--- src/rtl/booth_pkg.sv ---
// Shared types and helpers for the radix-4 Booth sequential multiplier.
package booth_pkg;

    // Controller states: waiting for operands, iterating, holding a result
    typedef enum logic [1:0] {
        IDLE,
        CALC,
        DONE
    } state_t;

    // Radix-4 Booth digit selected by each 3-bit multiplier window
    typedef enum logic [2:0] {
        REC_ZERO,
        REC_P1,
        REC_P2,
        REC_M1,
        REC_M2
    } recode_t;

    // Two multiplier bits retire per iteration; the extra iteration
    // consumes the two extension bits that make unsigned operands exact.
    function automatic int booth_n_iter(input int width);
        return width / 2 + 1;
    endfunction

endpackage

--- src/rtl/booth_r4_recoder.sv ---
// Combinational radix-4 Booth recoder: turns a 3-bit window of the
// multiplier into a partial product of 0, +/-M or +/-2M.
module booth_r4_recoder
    import booth_pkg::*;
#(
    parameter int WIDTH = 16
) (
    input  logic [2:0]       window,
    input  logic [WIDTH+3:0] m,
    output logic [WIDTH+3:0] pp
);

    localparam int PW = WIDTH + 4;

    recode_t        rec;
    logic [PW-1:0]  m_dbl;

    assign m_dbl = {m[PW-2:0], 1'b0};

    // Decode the window {Q[1], Q[0], q_m1} into a Booth digit
    always_comb begin
        rec = REC_ZERO;
        case (window)
            3'b000, 3'b111: rec = REC_ZERO;
            3'b001, 3'b010: rec = REC_P1;
            3'b011:         rec = REC_P2;
            3'b100:         rec = REC_M2;
            default:        rec = REC_M1;
        endcase
    end

    // Form the partial product; negation is two's complement at full width
    always_comb begin
        pp = '0;
        case (rec)
            REC_P1:  pp = m;
            REC_P2:  pp = m_dbl;
            REC_M1:  pp = ~m + PW'(1);
            REC_M2:  pp = ~m_dbl + PW'(1);
            default: pp = '0;
        endcase
    end

endmodule

--- src/rtl/booth_r4_seq_multiplier.sv ---
// Sequential radix-4 Booth multiplier with valid/ready on both sides.
// Operands are extended to WIDTH+2 bits so the same signed datapath
// produces exact products for both signed and unsigned operations.
module booth_r4_seq_multiplier
    import booth_pkg::*;
#(
    parameter int WIDTH = 16
) (
    input  logic               clk,
    input  logic               rst_n,
    input  logic               in_valid,
    output logic               in_ready,
    input  logic               signed_mode,
    input  logic [WIDTH-1:0]   multiplicand,
    input  logic [WIDTH-1:0]   multiplier,
    output logic               out_valid,
    input  logic               out_ready,
    output logic [2*WIDTH-1:0] result,
    output logic               busy
);

    localparam int N_ITER = booth_n_iter(WIDTH);
    localparam int CNT_W  = $clog2(N_ITER + 1);
    localparam int AW     = WIDTH + 4;
    localparam int QW     = WIDTH + 2;

    state_t             state;
    state_t             next_state;

    logic [AW-1:0]      m_reg;
    logic [AW-1:0]      acc;
    logic [QW-1:0]      q_reg;
    logic               q_m1;
    logic [CNT_W-1:0]   count;
    logic [2*WIDTH-1:0] result_reg;

    logic [QW-1:0]      ext_a;
    logic [QW-1:0]      ext_b;
    logic [AW-1:0]      pp;
    logic [AW-1:0]      sum;
    logic [AW-1:0]      next_acc;
    logic [QW-1:0]      next_q;
    logic               accept;
    logic               last_iter;

    assign in_ready  = (state == IDLE) | ((state == DONE) & out_ready);
    assign accept    = in_valid & in_ready;
    assign last_iter = (state == CALC) && (count == CNT_W'(1));
    assign out_valid = (state == DONE);
    assign busy      = (state != IDLE);
    assign result    = result_reg;

    assign ext_a = signed_mode ? {{2{multiplicand[WIDTH-1]}}, multiplicand}
                               : {2'b00, multiplicand};
    assign ext_b = signed_mode ? {{2{multiplier[WIDTH-1]}}, multiplier}
                               : {2'b00, multiplier};

    booth_r4_recoder #(
        .WIDTH (WIDTH)
    ) u_recoder (
        .window ({q_reg[1:0], q_m1}),
        .m      (m_reg),
        .pp     (pp)
    );

    // One iteration: add the partial product, then arithmetic shift of
    // {A, Q, q_m1} right by two, all as a single combinational step.
    always_comb begin
        sum      = acc + pp;
        next_acc = {{2{sum[AW-1]}}, sum[AW-1:2]};
        next_q   = {sum[1:0], q_reg[QW-1:2]};
    end

    // State register
    always_ff @(posedge clk or negedge rst_n) begin
        if (!rst_n) begin
            state <= IDLE;
        end else begin
            state <= next_state;
        end
    end

    // Next-state logic; DONE can reissue straight into CALC with no bubble
    always_comb begin
        next_state = state;
        case (state)
            IDLE: begin
                if (accept) begin
                    next_state = CALC;
                end
            end
            CALC: begin
                if (last_iter) begin
                    next_state = DONE;
                end
            end
            DONE: begin
                if (out_ready) begin
                    next_state = accept ? CALC : IDLE;
                end
            end
            default: next_state = IDLE;
        endcase
    end

    // Datapath: latch extended operands on accept, iterate in CALC, and
    // capture the product on the final iteration so it stays stable in DONE
    always_ff @(posedge clk or negedge rst_n) begin
        if (!rst_n) begin
            m_reg      <= '0;
            acc        <= '0;
            q_reg      <= '0;
            q_m1       <= 1'b0;
            count      <= '0;
            result_reg <= '0;
        end else if (accept) begin
            m_reg <= {{2{ext_a[QW-1]}}, ext_a};
            acc   <= '0;
            q_reg <= ext_b;
            q_m1  <= 1'b0;
            count <= CNT_W'(N_ITER);
        end else if (state == CALC) begin
            acc   <= next_acc;
            q_reg <= next_q;
            q_m1  <= q_reg[1];
            count <= count - CNT_W'(1);
            if (last_iter) begin
                result_reg <= {next_acc[WIDTH-3:0], next_q};
            end
        end
    end

endmodule
--- config.mk ---
export PLATFORM = sky130hd
export DESIGN_NAME = booth_r4_seq_multiplier
export DESIGN_NICKNAME = d
export VERILOG_FILES = /design/src/rtl/booth_pkg.sv /design/src/rtl/booth_r4_recoder.sv /design/src/rtl/booth_r4_seq_multiplier.sv
export SDC_FILE = /design/constraint.sdc
export NUM_CORES = 1
export LEC_CHECK = 0
export CAP_MARGIN = 15
export CORE_UTILIZATION = 45
export CTS_CLUSTER_SIZE = 20
export DETAILED_ROUTE_END_ITERATION = 6
export GPL_ROUTABILITY_DRIVEN = 0
export HOLD_SLACK_MARGIN = 0.03
export PLACE_DENSITY = 0.68
export RECOVER_POWER = 100
export SETUP_SLACK_MARGIN = 0.15
export SLEW_MARGIN = 25
export SYNTH_ARGS = -nofsm -noshare
export SYNTH_HDL_FRONTEND = slang
export SYNTH_SLANG_ARGS = --single-unit
--- constraint.sdc ---
create_clock -name clk -period 4.62 [get_ports clk]
set_input_delay 1.155 -clock clk [delete_from_list [all_inputs] [get_ports clk]]
set_output_delay 1.155 -clock clk [all_outputs]
set_load 0.02 [all_outputs]
Word level (Yosys, flattened, before mapping)
Cells that the tools add are included.
{ "word_totals": {"reg_bits": 95, "in_bits": 37, "output_inout_bits": 35, "word_cells": 58} }
{ "op_classes": {"add_sub_neg": 4, "n_eq_ne": 15, "muxes": 17, "n_bitwise": 6, "n_reduce_logical": 9} }
{ "ops": {"columns": ["cell", "count"], "rows": [
  ["one-hot mux 20 bit (4 select lines)", 1],
  ["two-way mux 18 bit", 4],
  ["adder 20 x 1 -> 20 bit (second input constant)", 2],
  ["two-way mux 20 bit", 2],
  ["inverter 20 bit", 2],
  ["adder 20 bit", 1],
  ["== test 3 x 2 -> 1 bit (second input constant)", 4],
  ["one-hot mux 3 bit (4 select lines)", 1],
  ["== test 3 bit (second input constant)", 3],
  ["two-way mux 4 bit", 2],
  ["== test 3 x 1 -> 1 bit (second input constant)", 2],
  ["two-way mux 2 bit", 3],
  ["one-hot mux 2 bit (3 select lines)", 1],
  ["AND reduction 3 bit", 2],
  ["== test 4 x 1 -> 1 bit (second input constant)", 1],
  ["inequality test 2 bit (second input constant)", 2],
  ["nonzero test 2 bit", 2],
  ["OR reduction 2 bit", 2],
  ["subtractor 4 x 1 -> 4 bit (second input constant)", 1],
  ["zero test 3 bit", 1],
  ["two-way mux 1 bit", 3],
  ["AND 1 bit", 2],
  ["== test 2 x 1 -> 1 bit (second input constant)", 1],
  ["== test 2 bit (second input constant)", 1],
  ["other kinds (5)", 5]
]} }

Depth between registers and ports, before layout
Gate-level depths: netlist (run 1).
{ "logic_depth": {"word_depth": 8, "ltp_mapped": 17, "depth_no_buf": 16} }

Modules after synthesis
Synthesis (run 1) repeated with hierarchy kept, for this count alone.
{ "unflattened": {"cells_unflattened": 716, "hier_area_um2": 5914.4} }
{ "by_module_without_submodules": {"columns": ["module", "instances", "cells_per_inst", "area_each_um2", "seq_area_each_um2"], "rows": [
  ["booth_r4_seq_multiplier", 1, 524, 4652.0, 2302.2],
  ["booth_r4_recoder", 1, 192, 1262.5, 0.0]
]} }

Least setup slack after synthesis (run 1)
Ideal clock, no wire load.
{ "synth_timing": {"path_kind": "flip-flop to flip-flop", "start": "register m_reg[0]", "end": "register acc[18]", "setup_ns": 0.069, "arrival_time_ns": 3.502, "required_ns": 4.551, "slack_ns": 1.049, "stages_incl_launch_ff": 18, "n_path_buf": 1, "period_less_slack_ns": 3.571, "cell_sequence": "dfrtp_1 > inv_1 > ha_1 > and2_1 > buf_2 > nand2_1 > or4_1 > nand2_1 > xor2_1 > o21ai_0 > ha_1 > and4_1 > nand2_1 > nor3_1 > o21bai_1 > and3_4 > or3_1 > nand3_1"} }
{ "synth_via": {"elab_chain_cells": 6, "word_cells_on_any_way": 8, "classes_between": "add/sub: 3; mux: 3; bitwise: 2"} }
{ "synth_lines": {"columns": ["element", "line", "source"], "rows": [
  ["start, declared", "booth_r4_seq_multiplier.sv:30", "logic [AW-1:0] m_reg;"],
  ["start signal, assigned", "booth_r4_seq_multiplier.sv:117", "m_reg <= {{2{ext_a[QW-1]}}, ext_a};"],
  ["inverter 20 bit, on equally long branches", "booth_r4_recoder.sv:38, booth_r4_recoder.sv:39", null],
  ["adder 20 x 1 -> 20 bit, on equally long branches", "booth_r4_recoder.sv:38, booth_r4_recoder.sv:39", null],
  ["one-hot mux 20 bit (4 select lines) *", "booth_r4_recoder.sv:35", "case (rec)"],
  ["adder 20 bit *", "booth_r4_seq_multiplier.sv:69", "sum = acc + pp;"],
  ["two-way mux 20 bit *", "booth_r4_seq_multiplier.sv:122", "end else if (state == CALC) begin"],
  ["two-way mux 20 bit *", "booth_r4_seq_multiplier.sv:116", "end else if (accept) begin"],
  ["end signal, assigned", "booth_r4_seq_multiplier.sv:123", "acc <= next_acc;"],
  ["end, declared", "booth_r4_seq_multiplier.sv:31", "logic [AW-1:0] acc;"]
]} }
Mark *: on every way between the ends. The rest lies on a longest branch, timed or not. The select of a mux whose other input is x is not followed.
A chain may end at the register's enable or synchronous reset.

Final worst setup path (run 1)
{ "layout_timing": {"start": "register m_reg[0]", "end": "register acc[16]"} }
Same word-level chain as after synthesis.

==> results_dict.tcl, run 1 <==
set metrics [dict create \
    synth_top_area_cell "dfrtp_1" \
    yosysMostFrequentCell "nand2_1" \
    cts.clk_slew.worst_paths_ps 70 \
    synth_common_cells "nand2_1 (132), dfrtp_1 (92), o21ai_0 (53)" \
    slowest_stage "or4_1" \
    ys_seq_area_frac 0.4098 \
    critical_path.max_stage_delay_ps 520 \
    cp.arrival_ps 4420 \
    start_util 0.4638 \
    viasPerCell 5.726 \
    slew_viol_final 142 \
    wl_per_cell_um 16.50 \
    ant_nets 0 \
    syn_area_um2 5618 \
    hold_violations 0 \
    cts_hold_buffers 0 \
    fin_nets 771 \
    grt_pass1_wl_um 24730 \
    fin_hold_ws_ps 474.3 \
    synth_mux_area_frac 0.03964 \
    period_share 0.8935 \
    vias 5062 \
    dp_hpwl_um 10280 \
    synthesis.nets 716 \
    dp_slack_ps 644.0 \
    diodes 0 \
    avgSynthCellArea_um2 8.564 \
    synthAdderAreaFrac 0.05256 \
    synthXorXnorAreaFrac 0.04053 \
    dr.first_iter.drc_count 332 \
    synthToLayoutAreaGrowth_pct 20.11 \
    worstPathCellList "inv_1 > ha_1 > and2_1 > nand2_1 > or4_1 > nand2_1 > xor2_1 > o21ai_0 > ha_1 > and4_1 > nand3_1 > o21ai_0 > a21oi_1 > or4_1 > nand3_1" \
    cts_tree "built" \
    required_ps 4920 \
    layoutNonFillerInstCount 884 \
    synth_compound_area_frac 0.2089 \
    async_reset_ff_frac 1.000 \
    antenna_found_initial 0 \
    slew_headroom -0.2596 \
    worstMarginPinSlew_ps 1889 \
    max_cap_viol_count 3 \
    dieArea_um2 12930 \
    clock_skew_ps 12.08 \
    violations "capacitance limit, slew limit" \
    numCtsBuffers 9 \
    synth_edf_count 0 \
    io_pins 72 \
    fmax_ghz 0.2422 \
    use_met2 0.3724 \
    synthTopCellsByArea "dfrtp_1 (41%), nand2_1 (8.8%), ha_1 (4.9%)" \
    fin_setup_tns_ps 0 \
    synth-simple-area-share 0.2089 \
    fillers 1161 \
    clock-sinks 92 \
    cp_max_fo 8 \
    synth.distinct_cells 62 \
    post_cts.repair.setup_buffers 0 \
    io_buffers 71 \
    dr.pass1.iters 4 \
    drc_errors 0 \
    grt_usage 0.2459 \
    synth_top_family_by_area "simple AND/OR/NAND/NOR gates" \
    die_w_um 113.7 \
    cts_buffer_depth 2 \
    grt_pass1_vias 4995 \
    end_kind "flop" \
    core-area_um2 12110 \
    syn_inst 656 \
    clockRootBuffer "clkbuf_16" \
    synth_ff_type "dfrtp_1" \
    setup_slack_ps 492.0 \
    worstHoldPathType "reg2reg" \
    largest_register_ffs 32 \
    busiest_layer "met2" \
    status "complete, but fails checks" \
    grt_start_max_net_pins 68 \
    grt_use_met3 0.06217 \
    worstSkewPairLatency_ps 360 \
    grt.overflow.total 0 \
    die_h_um 113.7 \
    ys_ff_latch 92 \
    cts.htree.levels 3 \
    period_needed_ps 4128 \
    synth_top_area_share 0.4098 \
    drive_above_1_share 0.07542 \
    worstSetupPathType "reg2reg" \
    rows 40 \
    yosysWarnings 0 \
    setup_violations 0 \
    dp_cells 868 \
    setup.worst_path.start_class "flop" \
    post_cts_resized 0 \
    wirelength_um 14590 \
    rsz0062_at_grt "no" \
    met1_usage 0.3244 \
]
==> worst max-delay path, delay by kind of cell (launching register included) <==
kind	cells	cell delay, ps
adders and majority gates	2	720
buffers and inverters	1	130
xor gates and xnor gates	1	140
DFF	1	440
AOI/OAI and AO/OA	3	560
and+or+nand+nor	8	2080
==> area by class of cell <==
cell class | count | area, µm² | area share
Clock buffer | 9 | 225.2 | 0.03338
Inverter | 16 | 60.06 | 0.008900
Multi-Input combinational cell | 509 | 3088 | 0.4576
Clock inverter | 7 | 81.33 | 0.01205
Sequential cell | 92 | 2302 | 0.3412
Timing Repair Buffer | 83 | 780.7 | 0.1157
Tap cell | 168 | 210.2 | 0.03115
==> kinds of logic (layout without fill, tap and decap cells) <==
group           Yosys count  after routing
simple gates            255            255
xor+xnor                 26             26
mux                      20             20
buf+inv                  55            115
compound gates          185            185
flops                    92             92
fa+ha+maj                23             23
==> per-layer routing <==
metal / part of all wire / routed length (µm) / up-vias
li1: - / - / 2452
met1: 0.45 / 6540 / 2389
met2: 0.44 / 6449 / 181
met3: 0.069 / 1007 / 40
met4: 0.041 / 593 / 0
met5: 0 / 0 / -
==> metrics by stage <==
stage,instance area (µm²),utilization
after detailed placement,6466,0.5339
after global placement,6466,0.5339
after global routing,6748,0.5571
after CTS,6773,0.5592
final,6748,0.5571
after floorplan,5618,-
==> path summary, 6_finish.rpt <==
kind                       slack, ps        from  cells past startpoint    endpoint
hold / removal                   470  result[25]                      2  result[25]
setup reg to reg                 490    m_reg[0]                     15     acc[16]
max in group asynchronous       1290       rst_n                      2   m_reg[13]
setup / recovery                 490    m_reg[0]                     15     acc[16]
hold reg to reg                  470  result[25]                      2  result[25]
min in group asynchronous       1230       rst_n                      1  result[23]
==> placed cells by master, fill, tap and decap left out, types with 15 or more instances in the layout <==
| cell | instances |
|---|---|
| nand2_1 | 132 |
| dfrtp_1 | 92 |
| o21ai_0 | 56 |
| dlygate4sd3_1 | 36 |
| nor2_1 | 34 |
| clkdlybuf4s50_1 | 34 |
| a21oi_1 | 26 |
| nand3_1 | 24 |
| ha_1 | 22 |
| a22oi_1 | 20 |
| mux2_2 | 18 |
| inv_1 | 15 |
Power of run 1 is left out: the tool's default activity adds up to more than one toggle a clock period on the data nets, which glitch-free logic cannot reach.
==> inputs of run 2 (changes only) <==
CORE_UTILIZATION = 56   (was 45)
PLACE_DENSITY = 0.82   (was 0.68)
==> run 2 against run 1 <==
Global-route usage up 4.4 points. Clock skew up 1.1 ps. The flow finishes with violations (DRC, capacitance limit, slew limit). Hold slack hardly changed. Final cell count shrank 4.0%. Wire length fell by 2.2%. Core utilization rose by 12 points. Clock-buffer cell count increased by 3. Design area decreased by 2.1%. Critical path depth increased by 1. Highest routed layer unchanged. Non-clock buffer count is the same. Largest cell class unchanged. Die area decreased by 19%. First-iteration DRC count is 27% higher.
==> results_dict.tcl, run 2 (synthesis results as in run 1) <==
set metrics [dict create \
    status "complete, but fails checks" \
    violations "DRC, capacitance limit, slew limit" \
    seqCellArea_um2 2302 \
    grt_usage 0.2901 \
    worstReg2RegStart "m_reg[0]" \
    dr.first_iter.drc_count 423 \
    cts.clk_slew.worst_paths_ps 100 \
    period_needed_ps 4087 \
    holdPathStages 2 \
    worst-r2r-setup-slack_ps 530 \
    cp.arrival_ps 4400 \
    core-area_um2 9729 \
    multi_input_area_um2 3085 \
    dieArea_um2 10440 \
    fmax_ghz 0.2447 \
    cp_max_fo 8 \
    die_w_um 102.2 \
    grt_start_max_net_pins 63 \
    rows 36 \
    grt.overflow.total 0 \
    wirelength_um 14270 \
    max_cap_viol_count 3 \
    drive_above_1_share 0.07263 \
    slew_headroom -1.241 \
    post_cts.repair.setup_buffers 0 \
    fillers 807 \
    rsz0062_at_grt "no" \
    required_ps 4940 \
    wl_per_cell_um 16.80 \
    setup_violations 0 \
    ant_nets 0 \
    cts_tree "built" \
    synthToLayoutAreaGrowth_pct 17.62 \
    io_buffers 71 \
    largest_register_ffs 32 \
    vias 5115 \
    dr.pass1.iters 7 \
    grt_pass1_vias 4893 \
    die_h_um 102.2 \
    clock_skew_ps 13.23 \
    end_kind "flop" \
    post_cts_resized 0 \
    clock-sinks 92 \
    final_common_cell "nand2_1" \
    whs_endpoint "result[24]" \
    antenna_found_initial 0 \
    worstMarginPinSlew_ps 3361 \
    cts_buffer_depth 2 \
    fin_setup_tns_ps 0 \
    hold_violations 0 \
    slew_viol_final 142 \
    viasPerCell 6.025 \
    numCtsBuffers 9 \
    cts.htree.levels 3 \
    fin_nets 771 \
    grt_pass1_wl_um 23230 \
    mostFrequentLayoutCells "nand2_1 (132), dfrtp_1 (92), o21ai_0 (56)" \
    setup.worst_path.start_class "flop" \
    reg2reg_depth 16 \
    cts_hold_buffers 0 \
    io_pins 72 \
    dp_hpwl_um 10110 \
    start_util 0.5774 \
    r2r-end "acc[18]" \
    diodes 0 \
    period_share 0.8846 \
    drc_errors 1 \
    clockRootBuffer "clkbuf_8" \
    worstSkewPairLatency_ps 370 \
    worstHoldPathType "reg2reg" \
    hp-start "result[24]" \
    worstSetupPathType "reg2reg" \
]
-- run 2: changes by cell type in the layout (fill, tap and decap cells not counted), sizes merged --
cell      before  now
clkinvlp       0    1
clkbuf        14   16
inv           19   16
bufinv         0    1
clkinv         4    2
buf            8    9
-- run 2: area by class of cell --
cell class | count | area share
clock buffer | 12 | 0.02348
clock inverter | 4 | 0.008332
inverter | 16 | 0.009089
multi-input combinational | 509 | 0.4670
sequential | 92 | 0.3484
tap | 133 | 0.02518
timing repair buffer | 83 | 0.1185
-- run 2: how the worst max path moves through the flow --
stage | startpoint | to | slack [ps] | cells past startpoint
floorplan | m_reg[0] | acc[18] | 1050 | 17
global placement | m_reg[0] | acc[18] | 770 | 16
detailed placement | m_reg[1] | acc[18] | 630 | 16
CTS | m_reg[0] | acc[18] | 600 | 16
global route | rst_n | m_reg[5] | 120 | 1
finish | m_reg[0] | acc[18] | 530 | 16
-- run 2: metrics by stage --
| step | setup WS, ps | hold slack, ps | std cells | cell area (µm²) | utilization |
|---|---|---|---|---|---|
| floorplan | 1049 | 455.1 | 656 | 5618 | - |
| global placement | 771.1 | 460.2 | 833 | 6422 | 0.6601 |
| detailed placement | 630.2 | 465.2 | 833 | 6425 | 0.6604 |
| CTS | 600.7 | 486.3 | 849 | 6635 | 0.6820 |
| global route | 124.9 | 493.6 | 849 | 6608 | 0.6791 |
| finish | 532.9 | 474.8 | 849 | 6608 | 0.6791 |
-- run 2: per-layer routing --
layer  global-route usage  vias to the layer above  part of all wire  routed length (µm)
met3              0.08345                       41             0.088                1252
li1                     -                     2443                 -                   -
met5                    0                        -                 0                   0
met2               0.4528                      244              0.46                6595
met1               0.3706                     2387              0.41                5881
met4               0.1429                        0             0.038                 538
-- run 2: critical path, cell delays in order, from the launching register on --
cell	delay, ps
dfrtp_1	460
inv_1	130
ha_1	260
and2_1	300
nand2_1	180
or4_1	490
nand2_1	110
xor2_1	130
o21ai_0	90
ha_1	440
and4_1	310
nand2_1	80
nor3_1	290
o21bai_1	140
and3_2	220
or3_1	340
nand3_1	80
Power of run 2 is left out for the same reason.
==> inputs of run 3 (changes only) <==
CAP_MARGIN = not set   (was 15)
==> results of run 3 <==
No change in the layout: final DEF, timing and power equal those of run 2.
Power of run 3 is left out for the same reason.
